`config.mk`:
```
export PLATFORM = sky130hd
export DESIGN_NAME = pcpi_issue_ctrl
export DESIGN_NICKNAME = d
export VERILOG_FILES = /design/src/rtl/pcpi_pkg.sv /design/src/rtl/pcpi_issue_ctrl.sv
export SDC_FILE = /design/constraint.sdc
export NUM_CORES = 1
export LEC_CHECK = 0
export CAP_MARGIN = 40
export CORE_MARGIN = 3
export CORE_UTILIZATION = 44
export DETAILED_ROUTE_END_ITERATION = 6
export PLACE_DENSITY = 0.86
export SYNTH_ARGS = -nofsm -noshare
export SYNTH_HDL_FRONTEND = slang
export SYNTH_SLANG_ARGS = --single-unit
```
`constraint.sdc`:
```
create_clock -name clk -period 9.35 [get_ports clk]
set_clock_uncertainty 0.1 [all_clocks]
set_input_delay 0.935 -clock clk [delete_from_list [all_inputs] [get_ports clk]]
set_output_delay 0.935 -clock clk [all_outputs]
set_load 0.03 [all_outputs]
```
`src/rtl/pcpi_pkg.sv`:
```
// Shared definitions for the PCPI initiator: FSM states, RV32M decode
// constants and the default timeout window.
package pcpi_pkg;

    typedef enum logic [1:0] {
        IDLE = 2'd0,
        BUSY = 2'd1,
        RESP = 2'd2
    } state_e;

    localparam logic [6:0] OPC_OP     = 7'b0110011;
    localparam logic [6:0] F7_MULDIV  = 7'b0000001;

    localparam logic [2:0] F3_DIV     = 3'b100;
    localparam logic [2:0] F3_DIVU    = 3'b101;
    localparam logic [2:0] F3_REM     = 3'b110;
    localparam logic [2:0] F3_REMU    = 3'b111;

    localparam int DEFAULT_TIMEOUT_CYCLES = 16;

endpackage

```
`src/rtl/pcpi_issue_ctrl.sv`:
```
// Core-side PCPI initiator. Takes one instruction from the pipeline, drives it
// onto the PCPI bus, waits for a responder and returns its result over a
// valid/ready port. An instruction nobody claims within the timeout window
// comes back as an illegal-instruction trap.
module pcpi_issue_ctrl
    import pcpi_pkg::*;
#(
    parameter int TIMEOUT_CYCLES = DEFAULT_TIMEOUT_CYCLES,
    parameter int CNT_W          = 8
) (
    input  logic        clk,
    input  logic        reset,

    input  logic        req_valid,
    output logic        req_ready,
    input  logic [31:0] req_insn,
    input  logic [31:0] req_rs1,
    input  logic [31:0] req_rs2,

    output logic        rsp_valid,
    input  logic        rsp_ready,
    output logic        rsp_wr,
    output logic [31:0] rsp_rd,
    output logic        rsp_trap,

    output logic        pcpi_valid,
    output logic [31:0] pcpi_insn,
    output logic [31:0] pcpi_rs1,
    output logic [31:0] pcpi_rs2,
    input  logic        pcpi_wr,
    input  logic [31:0] pcpi_rd,
    input  logic        pcpi_wait,
    input  logic        pcpi_ready
);

    localparam logic [CNT_W-1:0] CNT_LAST = CNT_W'(TIMEOUT_CYCLES - 1);

    state_e           state;
    state_e           state_next;
    logic [CNT_W-1:0] cnt;
    logic             claimed;

    logic             accept;
    logic             busy_ready;
    logic             idle_cycle;
    logic             expire;
    logic             rsp_done;

    // State register; reset aborts any transaction in flight.
    always_ff @(posedge clk or posedge reset) begin
        if (reset) begin
            state <= IDLE;
        end else begin
            state <= state_next;
        end
    end

    // Next-state logic: a ready pulse takes priority over timeout expiry.
    always_comb begin
        state_next = state;
        case (state)
            IDLE: if (accept)                   state_next = BUSY;
            BUSY: if (busy_ready || expire)     state_next = RESP;
            RESP: if (rsp_done)                 state_next = IDLE;
            default:                            state_next = IDLE;
        endcase
    end

    // Decode of the current state into handshakes and the timeout condition.
    always_comb begin
        req_ready  = (state == IDLE);
        accept     = (state == IDLE) && req_valid;
        busy_ready = (state == BUSY) && pcpi_ready;
        idle_cycle = (state == BUSY) && !claimed && !pcpi_wait && !pcpi_ready;
        expire     = idle_cycle && (cnt == CNT_LAST);
        rsp_done   = (state == RESP) && rsp_ready;
    end

    // PCPI request registers; operands stay frozen while the responder works.
    always_ff @(posedge clk or posedge reset) begin
        if (reset) begin
            pcpi_valid <= 1'b0;
            pcpi_insn  <= '0;
            pcpi_rs1   <= '0;
            pcpi_rs2   <= '0;
        end else if (accept) begin
            pcpi_valid <= 1'b1;
            pcpi_insn  <= req_insn;
            pcpi_rs1   <= req_rs1;
            pcpi_rs2   <= req_rs2;
        end else if (busy_ready || expire) begin
            pcpi_valid <= 1'b0;
        end
    end

    // Timeout counter and sticky claim flag; a claim disables the timeout.
    always_ff @(posedge clk or posedge reset) begin
        if (reset) begin
            cnt     <= '0;
            claimed <= 1'b0;
        end else if (accept) begin
            cnt     <= '0;
            claimed <= 1'b0;
        end else if (state == BUSY) begin
            if (pcpi_wait) begin
                claimed <= 1'b1;
            end
            if (idle_cycle) begin
                cnt <= cnt + CNT_W'(1);
            end
        end
    end

    // Response registers, captured on ready or expiry and held until consumed.
    always_ff @(posedge clk or posedge reset) begin
        if (reset) begin
            rsp_valid <= 1'b0;
            rsp_wr    <= 1'b0;
            rsp_rd    <= '0;
            rsp_trap  <= 1'b0;
        end else if (busy_ready) begin
            rsp_valid <= 1'b1;
            rsp_wr    <= pcpi_wr;
            rsp_rd    <= pcpi_wr ? pcpi_rd : 32'd0;
            rsp_trap  <= 1'b0;
        end else if (expire) begin
            rsp_valid <= 1'b1;
            rsp_wr    <= 1'b0;
            rsp_rd    <= '0;
            rsp_trap  <= 1'b1;
        end else if (rsp_done) begin
            rsp_valid <= 1'b0;
        end
    end

endmodule

```
==> results of run 1 <==
==> path summary, 6_finish.rpt <==
path / startpoint / end / slack (ns) / cells after the start
setup / recovery: state[1] / req_ready / 6.55 / 2
hold / removal: pcpi_rs2[5] / pcpi_rs2[5] / 0.37 / 2
setup reg to reg: cnt[4] / rsp_rd[30] / 7.41 / 4
hold reg to reg: pcpi_rs2[5] / pcpi_rs2[5] / 0.37 / 2
max in group asynchronous: reset / pcpi_insn[23] / 7.24 / 4
min in group asynchronous: reset / pcpi_insn[21] / 0.85 / 2
==> area by class of cell <==
cell class | count | area share
clock buffer | 21 | 0.0526
clock inverter | 10 | 0.0126
inverter | 6 | 0.00308
multi-input combinational | 379 | 0.198
sequential | 143 | 0.400
tap | 168 | 0.0235
timing repair buffer | 274 | 0.311
==> metrics by stage <==
step / worst slack, ns / area (um^2) / total power, mW / cells / util
2_1_floorplan: 4.48 / 5520 / 2.01 / 559 / -
3_3_place_gp: 6.34 / 8280 / 2.71 / 966 / 0.681
3_5_place_dp: 6.54 / 8360 / 2.78 / 970 / 0.688
4_1_cts: 6.54 / 8940 / 3.46 / 1001 / 0.735
5_1_grt: 6.47 / 8940 / 3.62 / 1001 / 0.735
6_report: 6.55 / 8940 / 3.43 / 1001 / 0.735
==> logic make-up (layout without fill, tap and decap cells) <==
kind of cell             after synthesis  count (layout)
flip-flops                           143             143
multiplexers                           3               3
AND/OR/NAND/NOR                      324             324
buffers and inverters                 37             311
AO/OA/AOI/OAI                         51              51
adder cells (fa/ha/maj)                1               1
==> per-layer routing <==
layer / track usage / up-vias / routed length (um)
li1: - / 2310 / -
met1: 0.268 / 2357 / 6080
met2: 0.423 / 216 / 8320
met3: 0.0875 / 39 / 1380
met4: 0.0982 / 0 / 470
met5: 0 / - / 0
==> where the power goes <==
part | switching (mW) | total, mW | internal [mW]
combinational | 1.00 | 1.69 | 0.689
clock | 0.247 | 0.658 | 0.411
sequential | 0.174 | 1.08 | 0.904
total | 1.42 | 3.43 | 2.00
==> critical path, delay by kind of cell, from the launching register on <==
family                 cells  cell delay (ns)
buffers and inverters      1             0.69
flip-flops                 1             0.49
AND/OR/NAND/NOR            1             0.17
==> state kept, by name, indices dropped and copies added, names as in the netlist <==
name / count
rsp_wr: 1
pcpi_valid: 1
cnt: 8
pcpi_rs2: 32
pcpi_rs1: 32
claimed: 1
rsp_trap: 1
rsp_rd: 32
rsp_valid: 1
state: 2
pcpi_insn: 32
==> synthesized netlist by cell type (2+ instances only) <==
master                      count
sky130_fd_sc_hd__a21o_1         2
sky130_fd_sc_hd__a21oi_1        8
sky130_fd_sc_hd__a22o_1        32
sky130_fd_sc_hd__buf_2         10
sky130_fd_sc_hd__buf_6          4
sky130_fd_sc_hd__clkbuf_1      16
sky130_fd_sc_hd__dfrtp_1      143
sky130_fd_sc_hd__inv_1          6
sky130_fd_sc_hd__mux2i_1        3
sky130_fd_sc_hd__nand2_1      295
sky130_fd_sc_hd__nand2b_1       2
sky130_fd_sc_hd__nand3_1        3
sky130_fd_sc_hd__nand4_1        2
sky130_fd_sc_hd__nand4bb_1      2
sky130_fd_sc_hd__nor2_1         3
sky130_fd_sc_hd__nor4_1         3
sky130_fd_sc_hd__o21ai_0        4
sky130_fd_sc_hd__o31ai_1        4
sky130_fd_sc_hd__or4_1          3
==> placed cells by master (no fill, tap or decap), types with 2 or more instances in the layout <==
cell                              instances
sky130_fd_sc_hd__nand4_1                  2
sky130_fd_sc_hd__or3b_4                   2
sky130_fd_sc_hd__nand2_1                295
sky130_fd_sc_hd__clkinvlp_4               5
sky130_fd_sc_hd__buf_12                   2
sky130_fd_sc_hd__inv_1                    5
sky130_fd_sc_hd__clkdlybuf4s50_1        267
sky130_fd_sc_hd__dfrtp_1                143
sky130_fd_sc_hd__nand2b_1                 2
sky130_fd_sc_hd__clkbuf_8                 3
sky130_fd_sc_hd__clkbuf_16               17
sky130_fd_sc_hd__mux2i_1                  3
sky130_fd_sc_hd__nor4_1                   3
sky130_fd_sc_hd__a21oi_1                  8
sky130_fd_sc_hd__nor2_1                   3
sky130_fd_sc_hd__a21o_1                   2
sky130_fd_sc_hd__nand4bb_1                2
sky130_fd_sc_hd__nand3_1                  3
sky130_fd_sc_hd__bufinv_16                2
sky130_fd_sc_hd__or4_1                    3
sky130_fd_sc_hd__nor3b_2                  2
sky130_fd_sc_hd__clkinv_2                 3
sky130_fd_sc_hd__o21ai_0                  4
sky130_fd_sc_hd__a22o_1                  32
sky130_fd_sc_hd__buf_4                    3
sky130_fd_sc_hd__o31ai_1                  4
==> reports/summary.md, run 1 <==
In this run the mean area of a mapped cell was 9.88 um^2. The synthesis-stage register bit count was 143. Count of final max-slew check failures: 0. The x dimension of the die is 118 um, and the worst slew margin relative to its limit is 0.585. The number of hold buffers added after CTS is 0. For the number of remaining DRC errors, the log shows 0.

Master of the slowest instance on the critical path: sky130_fd_sc_hd__clkdlybuf4s50_1. The arrival time at the worst endpoint was 1.76 ns; the highest ir drop seen on vdd was 237 uV. Cell taking the most area after synthesis: sky130_fd_sc_hd__dfrtp_1.

The floorplan step defined a die boundary enclosing 13900 um^2. The async set or reset register ratio after synthesis was 1.00. Area share of fa/ha/maj cells after synthesis: 0.00227. The final layout contains routed wiring with a total length of 16.3 mm. Buffers placed on the I/O ports in this run total 267. Area share of and/or/nand/nor cells after synthesis: 0.238. The worst-path maximum fanout was 9.

The clock passes through at most 2 buffers. Summing all flip-flop and latch instances after layout gives 3580 um^2. The tools report the number of nets with antenna violations after routing as 0.

In this run the cell area of the synthesized design comes to 5520 um^2. Synthesis produced 559 cells. The count of boundary I/O pins came out at 268.

After global routing the overflow that remains totals 0. Vertical die dimension: 118 um. Number of iterations in the first detailed-routing pass: 4. In the post-synthesis netlist, the biggest area contributors are sky130_fd_sc_hd__dfrtp_1 65%, sky130_fd_sc_hd__nand2_1 20%, sky130_fd_sc_hd__a22o_1 5.1%, sky130_fd_sc_hd__clkbuf_1 1.1%, sky130_fd_sc_hd__buf_2 0.91%. The portion of netlist area occupied by mux cells came out at 0.00544. The tools report the clock root buffer as sky130_fd_sc_hd__clkbuf_16.

The ratio of cells with drive above 1 in the final layout works out to 0.0552. The fraction of the mapped netlist area in compound gates was 0.0727. Fill cells in the final layout number 839. Half-perimeter wire length of the detailed placement result: 11.6 mm. Traced cell by cell, the critical path runs through nor2_1, clkdlybuf4s50_1.

At the end of routability-driven placement, the weighted congestion stood at 0.793. At the pin with the least slew margin, the transition time is 0.622 ns. The multi-input gate area in the final layout was 1770 um^2; the minimum clock period after layout was 2.80 ns. Using the TritonRoute via totals, the vias-per-cell ratio works out to 4.92.

After detailed routing, the average wire length per cell comes to 16.2 um. For the antenna diode count, the log shows 0. The clock-pin slew on the worst setup and hold paths was 0.06 ns. During synthesis, Yosys emitted a total of 0 warnings. The run gives 0 as the initial antenna violation count. The largest incremental delay on the critical path works out to 0.69 ns.

First-pass GRT wire length: 26.8 mm. STA classifies the critical path startpoint as a flop. For the number of unique standard cell types used by synthesis, the log shows 33.

Class of the tightest hold or removal check: reg -> reg. By area, the combinational part of the netlist is dominated by simple AND/OR/NAND/NOR gates. Summed over all cells, the static leakage comes to 4.25 nW. Once the clock tree was built, the resizer swapped 0 gates to a different size.

By startpoint and endpoint, the worst setup path is classified as reg -> out. For the final routed database, the setup TNS stands at 0 ns. Compared with the post-synthesis result, the final layout area differs by 62.0%. The flow ran to the end, and the final reports show no timing, DRC or antenna violations. Setup repair after global routing left no endpoint under its margin. Once the clock tree was built, the setup fixing pass inserted 0 buffers.

STA puts the critical path data required time at 8.32 ns. The area share of xor/xnor cells in the synthesized design was 0. The most instantiated flip-flop cell in the synthesis netlist was sky130_fd_sc_hd__dfrtp_1. At the later pin of the worst-skew pair, clock insertion delay measures 0.41 ns. The proportion of netlist area held by the largest area contributor works out to 0.648.

The tools report the combined global-route utilization of all metal layers as 0.242. The logs give 358 MHz for the achievable clock frequency and 40 for the standard-cell row count. The tools report the count of final hold-check violations as 0. The endpoint kind of the worst setup timing path is a primary output.

TritonCTS built the clock tree. The clock drives 143 sinks. Entering global routing, the biggest net connects 72 pins.

Share of synthesized area occupied by flip-flops and latches: 0.648. The TritonCTS buffer count was 17; the net count after synthesis was 695. The effective utilization at floorplan is 0.454, and the number of nets in the final layout is 957. Across the run, the number of max-cap violations was 0. The period utilization is 0.299, and the core area is 12200 um^2.

The number of levels the H-tree was split into is 4, and the setup violation total in the final timing report is 0. In this run, the number of DRC markers left after iteration 0 of detailed routing was 268. Yosys mapped a number of flops with a built-in enable equal to 0. The via count came out at 4922.

Hold is met by 0.372 ns. The number of global-route vias before repair was 5174; the power per cell area was 383 nW/um^2.
No activity file was read; power rests on OpenSTA's default activity.
==> run 2: changes to the inputs <==
- CORE_UTILIZATION: 44 -> 41
- PLACE_DENSITY: 0.86 -> 0.81
- clock period: 9.35 -> 2.7 ns (I/O delays scaled with it)
==> reports/summary.md, run 2 (synthesis results as in run 1) <==
The initial antenna violation count is 0, and the post-CTS setup buffer count is 0. Ratio of cells with drive above 1 in the final layout: 0.0540. The first-pass GRT wire length was 25.6 mm; the layout overhead on the synthesized area was 62.5%. The logs give 0 ns for the total negative setup slack and 0 for the post-CTS resize count. Classification of the worst setup path: reg -> out. Clock tree synthesis found a total of 143 sinks.

For the number of iterations in the first detailed-routing pass, the log shows 4. Antenna diode count: 0. The tools report the kind of launch point of the worst setup path as a flop.

The library cell used most frequently in the layout, excluding fill and tap cells, is sky130_fd_sc_hd__nand2_1. For the number of levels the H-tree was split into, the log shows 4. The length in cells of the worst reg-to-reg path was 4.

STA classifies the critical path endpoint as a primary output. The count of final hold-check violations was 0. The logs give 5045 for the number of global-route vias before repair and 4917 for the via count.

For this run the aggregate overflow at the end of global routing stands at 0. Hold is met by 0.186 ns. The tools report the number of hold buffers added after CTS as 0. The worst slew margin relative to its limit is 0.539, and the average vias per placed instance is 4.89. The detail route stage leaves a number of antenna-violating nets equal to 0. Entering global routing, the biggest net connects 103 pins. The initialized floorplan defines 41 standard-cell rows. Data arrives at the worst endpoint at 1.72 ns. The power per cell area is 1330 nW/um^2. In this run the worst hold path is classified as in -> async. The clock period could shrink to 2.09 ns. For this block, the routed nets add up to 16.2 mm of wire. The combined global-route utilization of all metal layers came out at 0.221.

For the pin with the worst max-slew slack, the measured transition is 0.685 ns. The half-perimeter wire length of the detailed placement result came out at 11.5 mm. The first routing iteration left 228 violations. The clock passes through at most 2 buffers.

The effective utilization at floorplan was 0.429; the wire length per cell was 16.1 um. The clock latency at the later pin of the worst-skew pair was 0.41 ns; the leakage power was 4.25 nW. For the post-placement cell count, the log shows 974. Setup violations remaining at the end of the flow were counted as 0. The achievable clock frequency is 478 MHz, and the highest ir drop seen on vdd is 797 uV. Data on the critical path is required at its endpoint by 2.33 ns. The vertical die dimension came out at 122 um. In the layout the commonest cells are 295 x sky130_fd_sc_hd__nand2_1, 267 x sky130_fd_sc_hd__clkdlybuf4s50_1, 143 x sky130_fd_sc_hd__dfrtp_1, 32 x sky130_fd_sc_hd__a22o_1, 17 x sky130_fd_sc_hd__clkbuf_16. The run gives 1006 as the count of placed standard cells in the final layout, fillers left out.

The tools report the final weighted congestion in routability-driven placement as 0.805. The period utilization is 0.775, and the total of max-cap violations is 0. For the TritonCTS buffer count, the log shows 17. The logs give 957 for the number of nets in the final layout and 12900 um^2 for the core area.

Measured along the x axis, the die boundary spans 122 um. The number of remaining DRC errors was 0; the clock-pin slew on the worst setup and hold paths was 0.06 ns. The root buffer cell chosen for the clock tree is sky130_fd_sc_hd__clkbuf_16.

The flow ran to the end, and the final reports show no timing, DRC or antenna violations. Setup repair after global routing left no endpoint under its margin. Along the worst path, the maximum fanout reaches 9. TritonCTS built the clock tree. The die covers 14900 um^2.

In this run the tool buffered the top-level ports with 267 buffer cells. For the count of final max-slew check failures, the log shows 0. The run gives 268 as the count of boundary I/O pins.
run 2: area by class of cell:
type / instances / area, um^2
clock buffer: 21 / 450
clock inverter: 11 / 140
fill: 939 / 3900
inverter: 6 / 26.3
multi-input combinational: 379 / 1770
sequential: 143 / 3580
tap: 172 / 215
timing repair buffer: 274 / 2800
run 2: worst paths after layout:
path | start | endpoint | slack (ns)
worst max-delay path | state[1] | req_ready | 0.61
min in group clk | req_insn[31] | pcpi_insn[31] | 0.28
worst min register to register | pcpi_rs1[12] | pcpi_rs1[12] | 0.37
worst min-delay path | reset | rsp_rd[25] | 0.19
worst max register to register | cnt[4] | rsp_rd[8] | 0.67
max in group asynchronous | reset | pcpi_rs1[29] | 1.61
run 2: worst max-delay path: stages (launching register included):
cell and delay, ns:
sky130_fd_sc_hd__dfrtp_1 0.48, sky130_fd_sc_hd__nor2_1 0.13, sky130_fd_sc_hd__clkdlybuf4s50_1 0.70
run 2: where the power goes:
| group | total [mW] | internal (mW) | switching, mW |
|---|---|---|---|
| combinational | 5.87 | 2.39 | 3.47 |
| clock | 2.33 | 1.47 | 0.864 |
| sequential | 3.71 | 3.13 | 0.583 |
| total | 11.9 | 6.99 | 4.92 |
run 2: through the flow:
| step | cell area (um^2) | power, mW | utilization | worst slack [ns] |
|---|---|---|---|---|
| 2_1_floorplan | 5530 | 6.96 | - | 0.539 |
| 3_3_place_gp | 8360 | 9.45 | 0.649 | 0.357 |
| 3_5_place_dp | 8380 | 9.63 | 0.651 | 0.613 |
| 4_1_cts | 8970 | 12.0 | 0.697 | 0.597 |
| 5_1_grt | 8970 | 12.6 | 0.697 | 0.536 |
| 6_report | 8970 | 11.9 | 0.697 | 0.608 |
run 2: layer usage:
metal / global-route usage / up-vias / wire length (um)
met5: 0 / - / 0
met4: 0.0672 / 0 / 295
met3: 0.103 / 24 / 1630
met2: 0.380 / 207 / 8160
met1: 0.244 / 2368 / 6090
li1: - / 2318 / -
==> run 3: changes to the inputs <==
- CORE_UTILIZATION: 41 -> 37
- PLACE_DENSITY: 0.81 -> 0.77
- clock period: 2.7 -> 1.8 ns (I/O delays scaled with it)
==> reports/summary.md, run 3 (synthesis results as in run 1) <==
The flow ran to the end, and the final reports show no timing, DRC or antenna violations. Leaving out fill and tap cells, the most frequent cell in the layout is sky130_fd_sc_hd__nand2_1. For the violation count after the first detailed-routing iteration, the log shows 274. The die area is 16400 um^2. Signal routing reaches up to met4. Across the VDD grid, the largest voltage drop is 971 uV. Summed over all layers, the global routing overflow is 0. Wire segments on met2 add up to 7.56 mm in the final route.

For the half-perimeter wire length of the detailed placement result, the log shows 10.9 mm. Across all hold checks on the routed design, the worst slack comes to 0.147 ns. For this run, design rule violations remaining after detail routing come to 0.

The detail route stage leaves a number of antenna-violating nets equal to 0. The run gives 0.194 as the combined global-route utilization of all metal layers. The tools report the kind of launch point of the worst setup path as a flop. The tools report the worst slew margin relative to its limit as 0.744.

The analysis attributes to net switching a power of 7.42 mW. STA classifies the critical path endpoint as a primary output. In this run, placement finished with an instance count of 1000. The run gives 4 as the number of levels the H-tree was split into.

Entering global routing, the biggest net connects 63 pins. The tools report the number of nets in the final layout as 971. The region available for standard cell placement spans 14600 um^2. Dividing the detail-routed wire length by the instance count gives 15.2 um. TritonCTS created 17 clock buffers. The logs give -0.174 ns for the pre-CTS setup slack and 0.206 for the power share of the clock group. The first global-routing pass estimated 25.3 mm of wire.

The smallest clock period supported by the final layout is computed as 1.76 ns. The achievable clock frequency is 568 MHz. Walking the worst path, the cells encountered are clkdlybuf4s50_1. The period utilization came out at 0.979. Wire segments on met3 add up to 1.30 mm in the final route. The layout overhead on the synthesized area is 66.5%. The internal portion of the total power is 10.8 mW. Combinational share of power: 0.493. Setup repair after global routing left no endpoint under its margin.

The run gives 1.52 ns as the required time at the worst-slack endpoint. Row generation in the floorplan step produced 44 rows. Setup violations remaining at the end of the flow were counted as 0. Detailed routing inserted a total of 4781 vias. For the length of routed wiring on met1, the log shows 6.47 mm. The antenna diode count is 0. Before antenna repair, the detailed router went through 4 iterations.

For the count of boundary I/O pins, the log shows 268. The count of placed standard cells in the final layout, fillers left out is 1032. The number of global-route vias before repair came out at 4805. On the critical path the largest part of the delay comes from buffers and inverters.

The clock-pin slew on the worst setup and hold paths was 0.06 ns; the share of total power in sequential cells was 0.301. Ratio of cells with drive above 1 in the final layout: 0.0719. Once routing completed, OpenROAD measured the worst setup slack at 0.0381 ns.

After routing the design area is 9190 um^2. The power per cell area was 1980 nW/um^2; the x dimension of the die was 128 um. By startpoint and endpoint, the worst setup path is classified as reg -> out.

Wires add up to 15.7 mm. The completed layout was analyzed and its total power is 18.2 mW. The clock tree buffer depth was 2; the vertical die dimension was 128 um.

At the later pin of the worst-skew pair, clock insertion delay measures 0.41 ns. The buffer and inverter count on the worst path works out to 1. For the fraction of the core area covered by cells at the end of the flow, the log shows 0.630.

For the count of final hold-check violations, the log shows 0. The clock root buffer was sky130_fd_sc_hd__clkbuf_16. In the final timing run, aggregate negative setup slack is 0 ns.

Data arrives at the worst endpoint at 1.48 ns. The effective utilization at floorplan was 0.378; the count of final max-slew check failures was 0. The total of max-cap violations was 0.

The min-delay analysis places its worst path in the category in -> async. The switching share of power is 0.407. The average vias per placed instance works out to 4.63.

Leaving out fill and tap cells, the most frequent cells in the layout are 295 x sky130_fd_sc_hd__nand2_1, 258 x sky130_fd_sc_hd__clkdlybuf4s50_1, 143 x sky130_fd_sc_hd__dfrtp_1, 32 x sky130_fd_sc_hd__a22o_1, 17 x sky130_fd_sc_hd__clkbuf_16. For this design the static power due to leakage is 4.46 nW. In this run the worst path has a maximum fanout of 2.

The transition time at the pin with the least slew margin is 0.383 ns. The largest single stage delay on the critical path is 0.71 ns. Counting every sink on the clock net gives 143. TritonCTS built the clock tree. Input and output buffers added on the ports amount to 267. At the end of routability-driven placement, the weighted congestion stood at 0.825.

The largest individual stage delay along the critical path comes from the cell sky130_fd_sc_hd__clkdlybuf4s50_1. For the initial antenna violation count, the log shows 0. The post-detailed-placement cell area is 8550 um^2.
run 3: cell types whose count changed in the layout (fill, tap and decap cells not counted), sizes merged:
cell and change:
buf +14, bufinv +1, clkbuf -2, clkdlybuf4s50 -9, clkinv -1, clkinvlp -1
dlygate4sd2 +1, dlymetal6s2s +8, inv +3
run 3: worst min-delay path, stage by stage:
cell and delay (ns):
sky130_fd_sc_hd__clkdlybuf4s50_1 0.44, sky130_fd_sc_hd__clkinvlp_4 0.15, sky130_fd_sc_hd__buf_4 0.25
run 3: power by group through the flow:
| stage | registers, mW | logic [mW] | clock network [mW] |
|---|---|---|---|
| global placement | 5.48 | 8.96 | 0 |
| CTS | 5.50 | 9.11 | 3.84 |
| finish | 5.49 | 8.98 | 3.75 |
| detailed placement | 5.51 | 9.08 | 0 |
| global route | 5.67 | 9.57 | 3.99 |
| floorplan | 8.32 | 2.12 | 0 |
run 3: path summary, 6_finish.rpt:
| check | from | to | slack [ns] | cells after the start |
|---|---|---|---|---|
| max | rsp_rd[14] | rsp_rd[14] | 0.04 | 1 |
| min | reset | rsp_trap | 0.15 | 3 |
| max reg2reg | cnt[4] | rsp_rd[27] | 0.09 | 5 |
| min reg2reg | pcpi_rs1[21] | pcpi_rs1[21] | 0.37 | 2 |
| max in group asynchronous | reset | pcpi_rs2[20] | 1.18 | 3 |
| min in group clk | req_insn[17] | pcpi_insn[17] | 0.19 | 3 |
run 3: timing repair:
action	4_1_cts	5_1_grt
endpoints found under the setup margin	1	8
hold buffers	0	0
setup buffers	0	0
resized for setup	1	8
run 3: final cells by class:
| cell class | instances | area [um^2] |
|---|---|---|
| Inverter | 6 | 26.3 |
| Fill cell | 1142 | 5400 |
| Multi-Input combinational cell | 379 | 1770 |
| Tap cell | 184 | 230 |
| Clock inverter | 13 | 184 |
| Sequential cell | 143 | 3580 |
| Timing Repair Buffer | 288 | 2960 |
| Clock buffer | 19 | 443 |
run 3: layer usage:
layer  global-route usage  vias up
li1                     -     2344
met3               0.0750       25
met1                0.241     2238
met5                    0        -
met4               0.0699        0
met2                0.309      174
